==> src/rtl/lsu_ctrl_pkg.sv <==
// rtl/lsu_ctrl_pkg.sv - shared funct3 codes, FSM state type and counter sizing for the LSU controller
package lsu_ctrl_pkg;

  localparam logic [2:0] F3_B  = 3'b000;
  localparam logic [2:0] F3_H  = 3'b001;
  localparam logic [2:0] F3_W  = 3'b010;
  localparam logic [2:0] F3_BU = 3'b100;
  localparam logic [2:0] F3_HU = 3'b101;

  typedef enum logic [1:0] {
    ST_IDLE   = 2'd0,
    ST_ACCESS = 2'd1,
    ST_DONE   = 2'd2
  } lsu_state_e;

  // Bits needed to hold values 0..limit; never less than one.
  function automatic int unsigned cnt_width(input int unsigned limit);
    int unsigned w;
    w = 1;
    while ((64'd1 << w) <= 64'(limit)) w = w + 1;
    return w;
  endfunction

endpackage

==> src/rtl/lsu_ctrl_if.sv <==
// rtl/lsu_ctrl_if.sv - memory-side request/response bus between the LSU and the data memory
interface lsu_ctrl_if;
  logic        mem_req;
  logic        mem_we;
  logic [31:0] mem_addr;
  logic [31:0] mem_wdata;
  logic [3:0]  mem_be;
  logic        mem_ready;
  logic [31:0] mem_rdata;

  modport master (
    output mem_req, mem_we, mem_addr, mem_wdata, mem_be,
    input  mem_ready, mem_rdata
  );

  modport slave (
    input  mem_req, mem_we, mem_addr, mem_wdata, mem_be,
    output mem_ready, mem_rdata
  );
endinterface

==> src/rtl/lsu_ctrl_lane_align.sv <==
// rtl/lsu_ctrl_lane_align.sv - byte-enable, lane shift and legality decode for one access
module lsu_lane_align
  import lsu_ctrl_pkg::*;
(
  input  logic [1:0]  offset,
  input  logic [2:0]  funct3,
  input  logic        is_store,
  input  logic [31:0] wdata,
  input  logic [31:0] rdata,
  output logic [3:0]  be,
  output logic [31:0] wdata_sh,
  output logic [31:0] rdata_sh,
  output logic        illegal
);

  always_comb begin
    be      = 4'b0000;
    illegal = 1'b0;
    case (funct3)
      F3_B, F3_BU: be = 4'b0001 << offset;
      F3_H, F3_HU: begin
        be      = 4'b0011 << offset;
        illegal = offset[0];
      end
      F3_W: begin
        be      = 4'b1111;
        illegal = |offset;
      end
      default: illegal = 1'b1;
    endcase
    // Stores have no unsigned variants.
    if (is_store && funct3[2]) illegal = 1'b1;
  end

  assign wdata_sh = wdata << {offset, 3'b000};
  assign rdata_sh = rdata >> {offset, 3'b000};

endmodule

==> src/rtl/lsu_ctrl.sv <==
// rtl/lsu_ctrl.sv - load/store controller: one memory access per start, with misalign fault and wait timeout
module lsu_ctrl
  import lsu_ctrl_pkg::*;
#(
  parameter int unsigned TIMEOUT_CYCLES = 255
) (
  input  logic         clk,
  input  logic         rst_n,
  input  logic         start,
  input  logic         is_store,
  input  logic [2:0]   funct3,
  input  logic [31:0]  addr,
  input  logic [31:0]  wdata,
  lsu_ctrl_if.master   mem,
  output logic [31:0]  load_data,
  output logic         busy,
  output logic         done,
  output logic         fault,
  output logic         timeout
);

  localparam int unsigned CW = cnt_width(TIMEOUT_CYCLES);
  localparam logic [CW-1:0] CNT_LAST = CW'(TIMEOUT_CYCLES - 1);

  lsu_state_e  state, state_n;
  logic [31:0] addr_q, wdata_q, load_data_q;
  logic [2:0]  funct3_q;
  logic        is_store_q, fault_q, timeout_q;
  logic [CW-1:0] cnt;

  logic        idle, access;
  logic [1:0]  al_offset;
  logic [2:0]  al_funct3;
  logic        al_store;
  logic [31:0] al_wdata;
  logic [3:0]  al_be;
  logic [31:0] al_wdata_sh, al_rdata_sh;
  logic        al_illegal;
  logic        wait_expired;

  assign idle   = (state == ST_IDLE);
  assign access = (state == ST_ACCESS);

  // In IDLE the decoder looks at live inputs to judge legality; afterwards it sees the captured access.
  assign al_offset = idle ? addr[1:0] : addr_q[1:0];
  assign al_funct3 = idle ? funct3    : funct3_q;
  assign al_store  = idle ? is_store  : is_store_q;
  assign al_wdata  = idle ? wdata     : wdata_q;

  lsu_lane_align u_align (
    .offset   (al_offset),
    .funct3   (al_funct3),
    .is_store (al_store),
    .wdata    (al_wdata),
    .rdata    (mem.mem_rdata),
    .be       (al_be),
    .wdata_sh (al_wdata_sh),
    .rdata_sh (al_rdata_sh),
    .illegal  (al_illegal)
  );

  assign wait_expired = !mem.mem_ready && (cnt == CNT_LAST);

  always_comb begin
    state_n = state;
    case (state)
      ST_IDLE:   if (start) state_n = al_illegal ? ST_DONE : ST_ACCESS;
      ST_ACCESS: if (mem.mem_ready || wait_expired) state_n = ST_DONE;
      ST_DONE:   state_n = ST_IDLE;
      default:   state_n = ST_IDLE;
    endcase
  end

  always_ff @(posedge clk) begin
    if (!rst_n) begin
      state       <= ST_IDLE;
      addr_q      <= '0;
      wdata_q     <= '0;
      funct3_q    <= '0;
      is_store_q  <= 1'b0;
      fault_q     <= 1'b0;
      timeout_q   <= 1'b0;
      cnt         <= '0;
      load_data_q <= '0;
    end else begin
      state <= state_n;
      if (idle && start) begin
        addr_q     <= addr;
        wdata_q    <= wdata;
        funct3_q   <= funct3;
        is_store_q <= is_store;
        fault_q    <= al_illegal;
        timeout_q  <= 1'b0;
        cnt        <= '0;
      end
      if (access) begin
        // A response arriving on the last permitted cycle still completes the access.
        if (mem.mem_ready) begin
          if (!is_store_q) load_data_q <= al_rdata_sh;
        end else if (wait_expired) begin
          timeout_q <= 1'b1;
        end else begin
          cnt <= cnt + CW'(1);
        end
      end
    end
  end

  assign mem.mem_req   = access;
  assign mem.mem_we    = access & is_store_q;
  assign mem.mem_addr  = access ? {addr_q[31:2], 2'b00} : 32'h0;
  assign mem.mem_be    = access ? al_be : 4'b0000;
  assign mem.mem_wdata = access ? al_wdata_sh : 32'h0;

  assign load_data = load_data_q;
  assign busy      = !idle;
  assign done      = (state == ST_DONE);
  assign fault     = done & fault_q;
  assign timeout   = done & timeout_q;

endmodule

==> src/flat_wrapper.sv <==
// flat-port wrapper written by rule: the top's interface ports become plain ports
module lsu_ctrl_flat import lsu_ctrl_pkg::*;
#(
  parameter int unsigned TIMEOUT_CYCLES = 255
)
  (clk, rst_n, start, is_store, funct3, addr, wdata, load_data, busy, done, fault, timeout, mem_mem_req, mem_mem_we, mem_mem_addr, mem_mem_wdata, mem_mem_be, mem_mem_ready, mem_mem_rdata);
  lsu_ctrl_if mem_i ();
  input  logic clk;
  input  logic rst_n;
  input  logic start;
  input  logic is_store;
  input  logic [2:0] funct3;
  input  logic [31:0] addr;
  input  logic [31:0] wdata;
  output logic [31:0] load_data;
  output logic busy;
  output logic done;
  output logic fault;
  output logic timeout;
  output wire logic [$bits(mem_i.mem_req)-1:0] mem_mem_req;
  output wire logic [$bits(mem_i.mem_we)-1:0] mem_mem_we;
  output wire logic [$bits(mem_i.mem_addr)-1:0] mem_mem_addr;
  output wire logic [$bits(mem_i.mem_wdata)-1:0] mem_mem_wdata;
  output wire logic [$bits(mem_i.mem_be)-1:0] mem_mem_be;
  input wire logic [$bits(mem_i.mem_ready)-1:0] mem_mem_ready;
  input wire logic [$bits(mem_i.mem_rdata)-1:0] mem_mem_rdata;
  assign mem_mem_req = mem_i.mem_req;
  assign mem_mem_we = mem_i.mem_we;
  assign mem_mem_addr = mem_i.mem_addr;
  assign mem_mem_wdata = mem_i.mem_wdata;
  assign mem_mem_be = mem_i.mem_be;
  assign mem_i.mem_ready = mem_mem_ready;
  assign mem_i.mem_rdata = mem_mem_rdata;
  lsu_ctrl #(.TIMEOUT_CYCLES(TIMEOUT_CYCLES)) u_core (.clk(clk), .rst_n(rst_n), .start(start), .is_store(is_store), .funct3(funct3), .addr(addr), .wdata(wdata), .mem(mem_i), .load_data(load_data), .busy(busy), .done(done), .fault(fault), .timeout(timeout));
endmodule
==> config.mk <==
export PLATFORM = sky130hd
export DESIGN_NAME = lsu_ctrl_flat
export DESIGN_NICKNAME = d
export VERILOG_FILES = /design/src/rtl/lsu_ctrl_pkg.sv /design/src/rtl/lsu_ctrl_if.sv /design/src/rtl/lsu_ctrl_lane_align.sv /design/src/rtl/lsu_ctrl.sv /design/src/flat_wrapper.sv
export SDC_FILE = /design/constraint.sdc
export NUM_CORES = 1
export LEC_CHECK = 0
export ABC_CLOCK_PERIOD_IN_PS = 2500
export BUFFER_PORTS_ARGS = -buffer_cell sky130_fd_sc_hd__buf_2
export CAP_MARGIN = 5
export CORE_MARGIN = 2
export CORE_UTILIZATION = 50
export DETAILED_ROUTE_END_ITERATION = 6
export GPL_TIMING_DRIVEN = 0
export PLACE_DENSITY = 0.77
export RECOVER_POWER = 100
export SLEW_MARGIN = 20
export SYNTH_ARGS = -nofsm -noshare
export SYNTH_HDL_FRONTEND = slang
export SYNTH_SLANG_ARGS = --single-unit
==> constraint.sdc <==
create_clock -name clk -period 2.5 [get_ports clk]
set_input_delay 0.5 -clock clk [delete_from_list [all_inputs] [get_ports clk]]
set_output_delay 0.5 -clock clk [all_outputs]
set_load 0.005 [all_outputs]
---- Word level (Yosys, flattened, before mapping) ----
Cells that the tools add are included.
cells by class
  multiplexer cells ....................... 22
  equal/unequal tests ..................... 9
  reductions and logical operators ........ 13
  add/subtract/negate cells ............... 1
  multiply operators ...................... 0
  magnitude comparators ................... 0
  shift-type cells ........................ 4
  bitwise gates (word level) .............. 4
  divide/modulo/power cells ............... 0
operators by type and width
  cell                 number
  $mux 32              3
  $mux 8               4
  $shl 32x5->32        1
  $shr 32x5->32        1
  $pmux 4 s3           1
  $add 8x1->8 const B  1
  $eq 8x8->1 const B   1
  $mux 2               4
  $eq 3x3->1 const B   2
  $mux 1               6
  $reduce_or 2->1      3
  $mux 4               1
  $ne 2x2->1 const B   2
  $pmux 2 s2           1
  $shl 1x2->4 const A  1
  $shl 2x2->4 const A  1
  $and 1x1->1          3
  $eq 3x1->1 const B   1
  $eq 3x2->1 const B   1
  $logic_and 1x1->1    3
  $logic_not 3->1      1
  $mux 3               1
  $pmux 1 s3           1
  $reduce_and 3->1     1
  other kinds (7)      8
word-level totals
  ROM bits ................................ 0
  memories ................................ 0
  bits in writable memories ............... 0
  input port bits ......................... 104
  register bits ........................... 112
  output and inout port bits .............. 106
  latch bits .............................. 0

---- Logic depth before layout (Yosys ltp) ----
Gate-level depths: netlist (run 1).
  depth after elaboration ................. 9
  mapped depth ............................ 8
  mapped depth without buffers ............ 7

---- Modules after synthesis ----
A second synthesis (run 1) with hierarchy kept.
unflattened totals
  cell total of the unflattened synthesis .. 773
  area, all modules ....................... 6120.9 um^2
modules (own cells, without submodules)
  module          area an instance (um^2)  cells each  instances
  lsu_ctrl        4967.3                   633         1
  lsu_lane_align  1153.6                   140         1

---- Worst setup path after synthesis (run 1) ----
Ideal clock, no wire load.
  path kind ............................... register to output
  start ................................... register u_core.state[1]
  end ..................................... output mem_mem_wdata[24]
  stages on the path, launching flop included .. 7
  data required time ...................... 2000 ps
  path slack .............................. 331 ps
  data arrival time ....................... 1669 ps
  cells stage by stage .................... dfxtp_1 > nor2_4 > mux2i_4 > buf_4 > buf_2 > o211ai_1 > a21oi_1
between the ends
  cells in the longest elaborated chain, start to end .. 4
  elaborated cells on any way between the ends .. 6
  those cells by class .................... eq/ne (1); shift (1); mux (3); reduce/logical (1)
ends and longest elaborated chain
  item                                      line                            source
  from (decl)                               lsu_ctrl.sv:25                  lsu_state_e state, state_n;
  from (signal assigned)                    lsu_ctrl.sv:86                  state <= state_n;
  $logic_not 2->1                           lsu_ctrl.sv:41                  assign idle = (state == ST_IDLE);
  $mux 32 / $mux 2 (equally long branches)  lsu_ctrl.sv:48, lsu_ctrl.sv:45
  $shl 32x5->32                             lsu_ctrl_lane_align.sv:35       assign wdata_sh = wdata << {offset, 3'b000};
  $mux 32 *                                 lsu_ctrl.sv:113                 assign mem.mem_wdata = access ? al_wdata_sh : 32'h0;
  to (decl)                                 flat_wrapper.sv:23              output wire logic [$bits(mem_i.mem_wdata)-1:0] mem_mem_wdata;
Mark *: on every way between the ends. The rest lies on a longest branch, timed or not.

---- Final worst setup path (run 1) ----
  start ................................... register u_core.state[1]
  end ..................................... output mem_mem_wdata[23]
The elaborated chain is that of the path after synthesis.

==> flow_summary.json, run 1 <==
{
  "status": "finished, violations left",
  "wl_microns": 19000,
  "reg2reg_to": "u_core.wdata_q[3]",
  "route.detailed.drc": 0,
  "clkSlewWorstSetupHoldPaths_ns": 0.08,
  "critPathKind": "reg2out",
  "wl_per_cell_microns": 16.9,
  "ant_nets": 0,
  "cts_max_level": 3,
  "syn_to_final_growth_pct": 33.5,
  "start_util_pct": 50.7,
  "critPathLaunchType": "flip-flop",
  "vias": 6342,
  "grt_pass1_wl_microns": 29600,
  "drive_above_1_share_pct": 30.1,
  "utilization_pct": 67.7,
  "cp_top_family": "multiplexers",
  "clk_latency_ns": 0.36,
  "ir_worst_vdd_mv": 0.498,
  "slew_violations": 0,
  "cts_buffer_depth": 2,
  "synth_top_cell_by_area": "dfxtp_1",
  "crit_arrival_ns": 2.12,
  "period_minus_slack_ns": 2.62,
  "ys.flop_type": "dfxtp_1",
  "grt_overflow": 0,
  "power_density_nw_per_um2": 713,
  "hold_viol_final": 0,
  "cts_made_buffers": 9,
  "dp_hpwl_microns": 13600,
  "setup_ws_ns": -0.118,
  "crit_fanout": 6,
  "ff2ff_path_depth": 8,
  "dieArea_sq_um": 12300,
  "num_antenna_cells": 0,
  "synth_area_sq_um": 5740,
  "endpoint": "mem_mem_wdata[23]",
  "synth-edff-count": 0,
  "core_area_sq_um": 11300,
  "worstMarginPinSlew_ns": 0.812,
  "avgSynthCellArea_sq_um": 7.72,
  "yosysMostFrequentCell": "nand2_1",
  "drt_iter0_markers": 593,
  "timing.fmax_mhz": 382,
  "hold_path_class": "in2reg",
  "path_cells": "nor2_4 -> buf_12 -> buf_6 -> buf_4 -> mux2_4 -> mux2_2 -> nand2_1 -> a21oi_1 -> buf_2",
  "ys_ff_latch": 112,
  "leakagePower_nw": 3.47,
  "dpl_worst_slack_ns": -0.276,
  "final_nets": 1086,
  "r2r_slack_ns": 0.36,
  "synth_warnings": 0,
  "grt_usage_pct": 29.6,
  "numPortBuffers": 207,
  "first_pass_iters": 5,
  "cap_violations": 0,
  "io_pins": 210,
  "setup_viol": 20,
  "cts_tree": "built",
  "grt_setup_unrepaired": "true",
  "syn_inst": 743,
  "routed_via_density": 5.62,
  "hold-worst-slack_ns": 0.379,
  "fin_skew_ns": 0.0152,
  "crit_slowest_cell": "dfxtp_2",
  "die_width_microns": 111,
  "cp_slowest_stage_delay_ns": 0.35,
  "synthTopCellsByArea": "dfxtp_1, nand2_1, a21oi_1",
  "max_slew_margin_pct": 45.9,
  "antenna_found_initial": 0,
  "grt_pass1_vias": 6133,
  "critPathBufInv": 4,
  "path_depth": 9,
  "ys_seq_area_share_pct": 39.1,
  "rows": 39,
  "die_h_microns": 111,
  "cts.sinks": 112,
  "violations": "setup timing",
  "root_buffer": "clkbuf_16",
  "crit_start": "u_core.state[1]",
  "grt_start_max_net_pins": 20,
  "place.gp.congestion": 0.983,
  "async_flop_share_pct": 0,
  "period_share_pct": 105,
  "critPathCaptureType": "output pin",
  "synth_top_area_share_pct": 39.1,
  "fill_cells": 986,
  "r2r-start": "u_core.state[0]",
  "netlist_top_cells_count": "nand2_1, dfxtp_1, a21oi_1",
  "worstPathRequired_ns": 2.00,
  "synth_cell_type_count": 46
}
[report_power, final]
part,internal (mW),switching [mW],leakage (nW)
Sequential,1.93,0.101,0.915
Combinational,0.856,1.08,2.41
Clock,0.793,0.694,0.142
Total,3.58,1.88,3.47
[cell type report]
class	count	area, sq um	area share [%]
clock buffer	10	229	2.99
multi-input combinational	570	3380	44.1
tap	143	179	2.34
sequential	112	2240	29.3
buffer	57	357	4.65
inverter	4	16.3	0.212
clock inverter	6	73.8	0.963
timing repair buffer	226	1190	15.5
[worst min path at each step]
stage,slack (ns),endpoint,cells after the start,startpoint
2_1_floorplan,0.43,u_core.addr_q[10],2,u_core.addr_q[10]
5_1_grt,0.37,u_core.addr_q[12],3,addr[12]
3_5_place_dp,0.44,u_core.load_data[5],2,u_core.load_data[5]
6_report,0.38,u_core.addr_q[26],3,addr[26]
4_1_cts,0.37,u_core.addr_q[26],3,addr[26]
3_3_place_gp,0.44,u_core.addr_q[31],2,u_core.addr_q[31]
[worst register-to-register path: cells and delay by family, from the launching register on]
| kind | cells | cell delay, ns |
|---|---|---|
| AOI/OAI and AO/OA | 1 | 0.17 |
| buffers and inverters | 4 | 0.98 |
| DFF | 1 | 0.38 |
| and+or+nand+nor | 3 | 0.53 |
[through the flow]
stage / area, sq um / power, mW / instances / setup TNS [ns]
4_1_cts: 7620 / 5.37 / 1128 / -0.473
5_1_grt: 7660 / 5.70 / 1128 / -2.66
3_5_place_dp: 6960 / 3.60 / 1094 / -3.12
3_3_place_gp: 6960 / 3.58 / 1094 / -3.12
2_1_floorplan: 5740 / 3.07 / 744 / 0
6_report: 7660 / 5.46 / 1128 / -1.15
[layout by cell type, fill, tap and decap left out, drive strengths merged, types with 9 or more instances in the layout]
cell type / n
nor2: 27
nand3: 32
nand2: 207
a31oi: 9
buf: 230
mux2i: 45
clkbuf: 63
and2: 45
mux2: 19
dfxtp: 112
a21oi: 96
a22oi: 9
[sequential cells by signal, indices dropped and copies added, names as in the netlist]
name	count
u_core.addr_q	32
u_core.load_data	32
u_core.wdata_q	32
u_core.cnt	8
u_core.funct3_q	3
u_core.state	2
u_core.fault_q	1
u_core.is_store_q	1
u_core.timeout_q	1
[kinds of logic after synthesis]
kind of cell / share of synthesized area, %
muxes: 11.8
AOI/OAI and AO/OA: 15.3
buffers and inverters: 4.91
other: 0.0654
xor gates and xnor gates: 0.153
DFF: 39.1
adders and majority gates: 0.436
and+or+nand+nor: 28.3
[repair_timing]
action	CTS	global route
pin swaps	6	3
endpoints found under the setup margin	36	21
hold buffers	0	0
buffers inserted	18	0
gates resized for setup	59	16
cloned	1	0
[layer usage]
layer | up-vias | share of wire (%) | GRT usage, %
met2 | 375 | 47 | 48.2
met3 | 62 | 9.5 | 7.38
met4 | 0 | 3.6 | 14.2
met5 | - | 0 | 0
met1 | 2892 | 40 | 36.8
li1 | 3013 | - | -
Note: power is estimated with default switching activity, not from simulation.
==> run 2, diff against run 1 <==
--- a/config.mk
+++ b/config.mk
@@ -14,6 +14,7 @@
 export GPL_TIMING_DRIVEN = 0
 export PLACE_DENSITY = 0.77
 export RECOVER_POWER = 100
+export SKIP_CTS_REPAIR_TIMING = 1
 export SLEW_MARGIN = 20
 export SYNTH_ARGS = -nofsm -noshare
 export SYNTH_HDL_FRONTEND = slang
==> flow_summary.json, run 2 (synthesis gave the netlist of run 1 again) <==
{
  "hold-worst-slack_ns": 0.377,
  "period_minus_slack_ns": 2.65,
  "final_common_cell": "nand2_1",
  "total_power_mw": 5.45,
  "rows": 39,
  "worstMarginPinSlew_ns": 0.685,
  "clkSlewWorstSetupHoldPaths_ns": 0.08,
  "cts_max_level": 3,
  "grt_pass1_vias": 5907,
  "wl_microns": 19200,
  "crit_fanout": 10,
  "cts_made_buffers": 9,
  "reg2reg_to": "u_core.load_data[22]",
  "critPathLaunchType": "flip-flop",
  "setup_ws_ns": -0.146,
  "routed_via_density": 5.60,
  "timing.fmax_mhz": 378,
  "num_antenna_cells": 0,
  "dieArea_sq_um": 12300,
  "leakagePower_nw": 3.46,
  "grt_overflow": 0,
  "hp-start": "addr[23]",
  "final_nets": 1087,
  "numPortBuffers": 207,
  "grt_usage_pct": 28.7,
  "violations": "DRC, setup timing",
  "fin_skew_ns": 0.0170,
  "cts.sinks": 112,
  "power_density_nw_per_um2": 710,
  "hold_viol_final": 0,
  "fin_cells": 1129,
  "r2r-start": "u_core.state[0]",
  "cts_buffer_depth": 2,
  "crit_arrival_ns": 2.15,
  "drive_above_1_share_pct": 31.0,
  "period_share_pct": 106,
  "hold_path_class": "in2reg",
  "start_util_pct": 50.7,
  "dp_hpwl_microns": 13600,
  "root_buffer": "clkbuf_16",
  "critPathCaptureType": "output pin",
  "mostFrequentLayoutCells": "nand2_1, buf_2, dfxtp_1",
  "grt_pass1_wl_microns": 28600,
  "setup_viol": 18,
  "io_pins": 210,
  "r2r_slack_ns": 0.44,
  "antenna_found_initial": 0,
  "utilization_pct": 67.8,
  "die_width_microns": 111,
  "dp_cells": 1094,
  "critPathKind": "reg2out",
  "cap_violations": 0,
  "first_pass_iters": 7,
  "drt_iter0_markers": 630,
  "route.detailed.drc": 13,
  "clk_latency_ns": 0.36,
  "grt_setup_unrepaired": "true",
  "cts_tree": "built",
  "ff2ff_path_depth": 8,
  "grt_start_max_net_pins": 20,
  "worstPathRequired_ns": 2.00,
  "die_h_microns": 111,
  "core_area_sq_um": 11300,
  "ir_worst_vdd_mv": 0.512,
  "place.gp.congestion": 0.983,
  "max_slew_margin_pct": 54.3,
  "status": "finished, violations left",
  "ant_nets": 0,
  "vias": 6325,
  "syn_to_final_growth_pct": 33.7,
  "holdPathStages": 3,
  "slew_violations": 0,
  "hold_end": "u_core.addr_q[23]",
  "wl_per_cell_microns": 17.0,
  "fill_cells": 989
}
## run 2: changes by cell type in the layout (fill, tap and decap cells not counted), sizes merged
cell | previous run | this run
clkbuf | 63 | 66
buf | 230 | 228
clkinv | 1 | 0
clkinvlp | 2 | 3
## run 2: per-layer routing
layer | GRT usage, % | wire (microns) | vias up
met5 | 0 | 0 | -
met4 | 12.7 | 582 | 0
met3 | 6.83 | 2000 | 52
met2 | 46.6 | 8920 | 380
met1 | 36.4 | 7700 | 2881
li1 | - | - | 3012
## run 2: where the power goes
group / leakage (nW) / total, mW / switching [mW] / internal (mW)
clock network: 0.142 / 1.50 / 0.704 / 0.794
registers: 0.916 / 2.04 / 0.104 / 1.94
logic: 2.40 / 1.91 / 1.08 / 0.829
total: 3.46 / 5.45 / 1.89 / 3.56
## run 2: worst max-delay path: stages, from the launching register on
cell and delay, ns:
dfxtp_4 0.36, nor2_4 0.13, buf_6 0.17, buf_8 0.16, mux2_2 0.38, mux2_2 0.28, nand2_1 0.08, a21oi_2 0.07
buf_2 0.16
## run 2: worst max path at each step
stage                          from  slack [ns]           endpoint  cells after the start
floorplan           u_core.state[1]        0.33  mem_mem_wdata[24]                      6
global placement    u_core.state[1]       -0.28  mem_mem_wdata[30]                      6
detailed placement  u_core.state[1]       -0.28  mem_mem_wdata[30]                      6
CTS                 u_core.state[1]       -0.66  mem_mem_wdata[30]                      6
global route        u_core.state[0]       -0.21  mem_mem_wdata[17]                      8
finish              u_core.state[0]       -0.15  mem_mem_wdata[20]                      8
## run 2: area by class of cell
class / count / area, sq um / share of cell area (%)
buffer: 58 / 360 / 4.70
clock buffer: 10 / 229 / 2.98
clock inverter: 6 / 73.8 / 0.962
inverter: 4 / 18.8 / 0.245
multi-input combinational: 570 / 3370 / 43.9
sequential: 112 / 2250 / 29.3
tap: 143 / 179 / 2.33
timing repair buffer: 226 / 1200 / 15.6
## run 2: per-stage QoR
| step | setup TNS [ns] | instance area (sq um) | setup WS [ns] |
|---|---|---|---|
| finish | -1.34 | 7670 | -0.146 |
| global route | -2.70 | 7670 | -0.207 |
| CTS | -12.76 | 7260 | -0.658 |
| detailed placement | -3.12 | 6960 | -0.276 |
| global placement | -3.12 | 6960 | -0.279 |
| floorplan | 0 | 5740 | 0.331 |
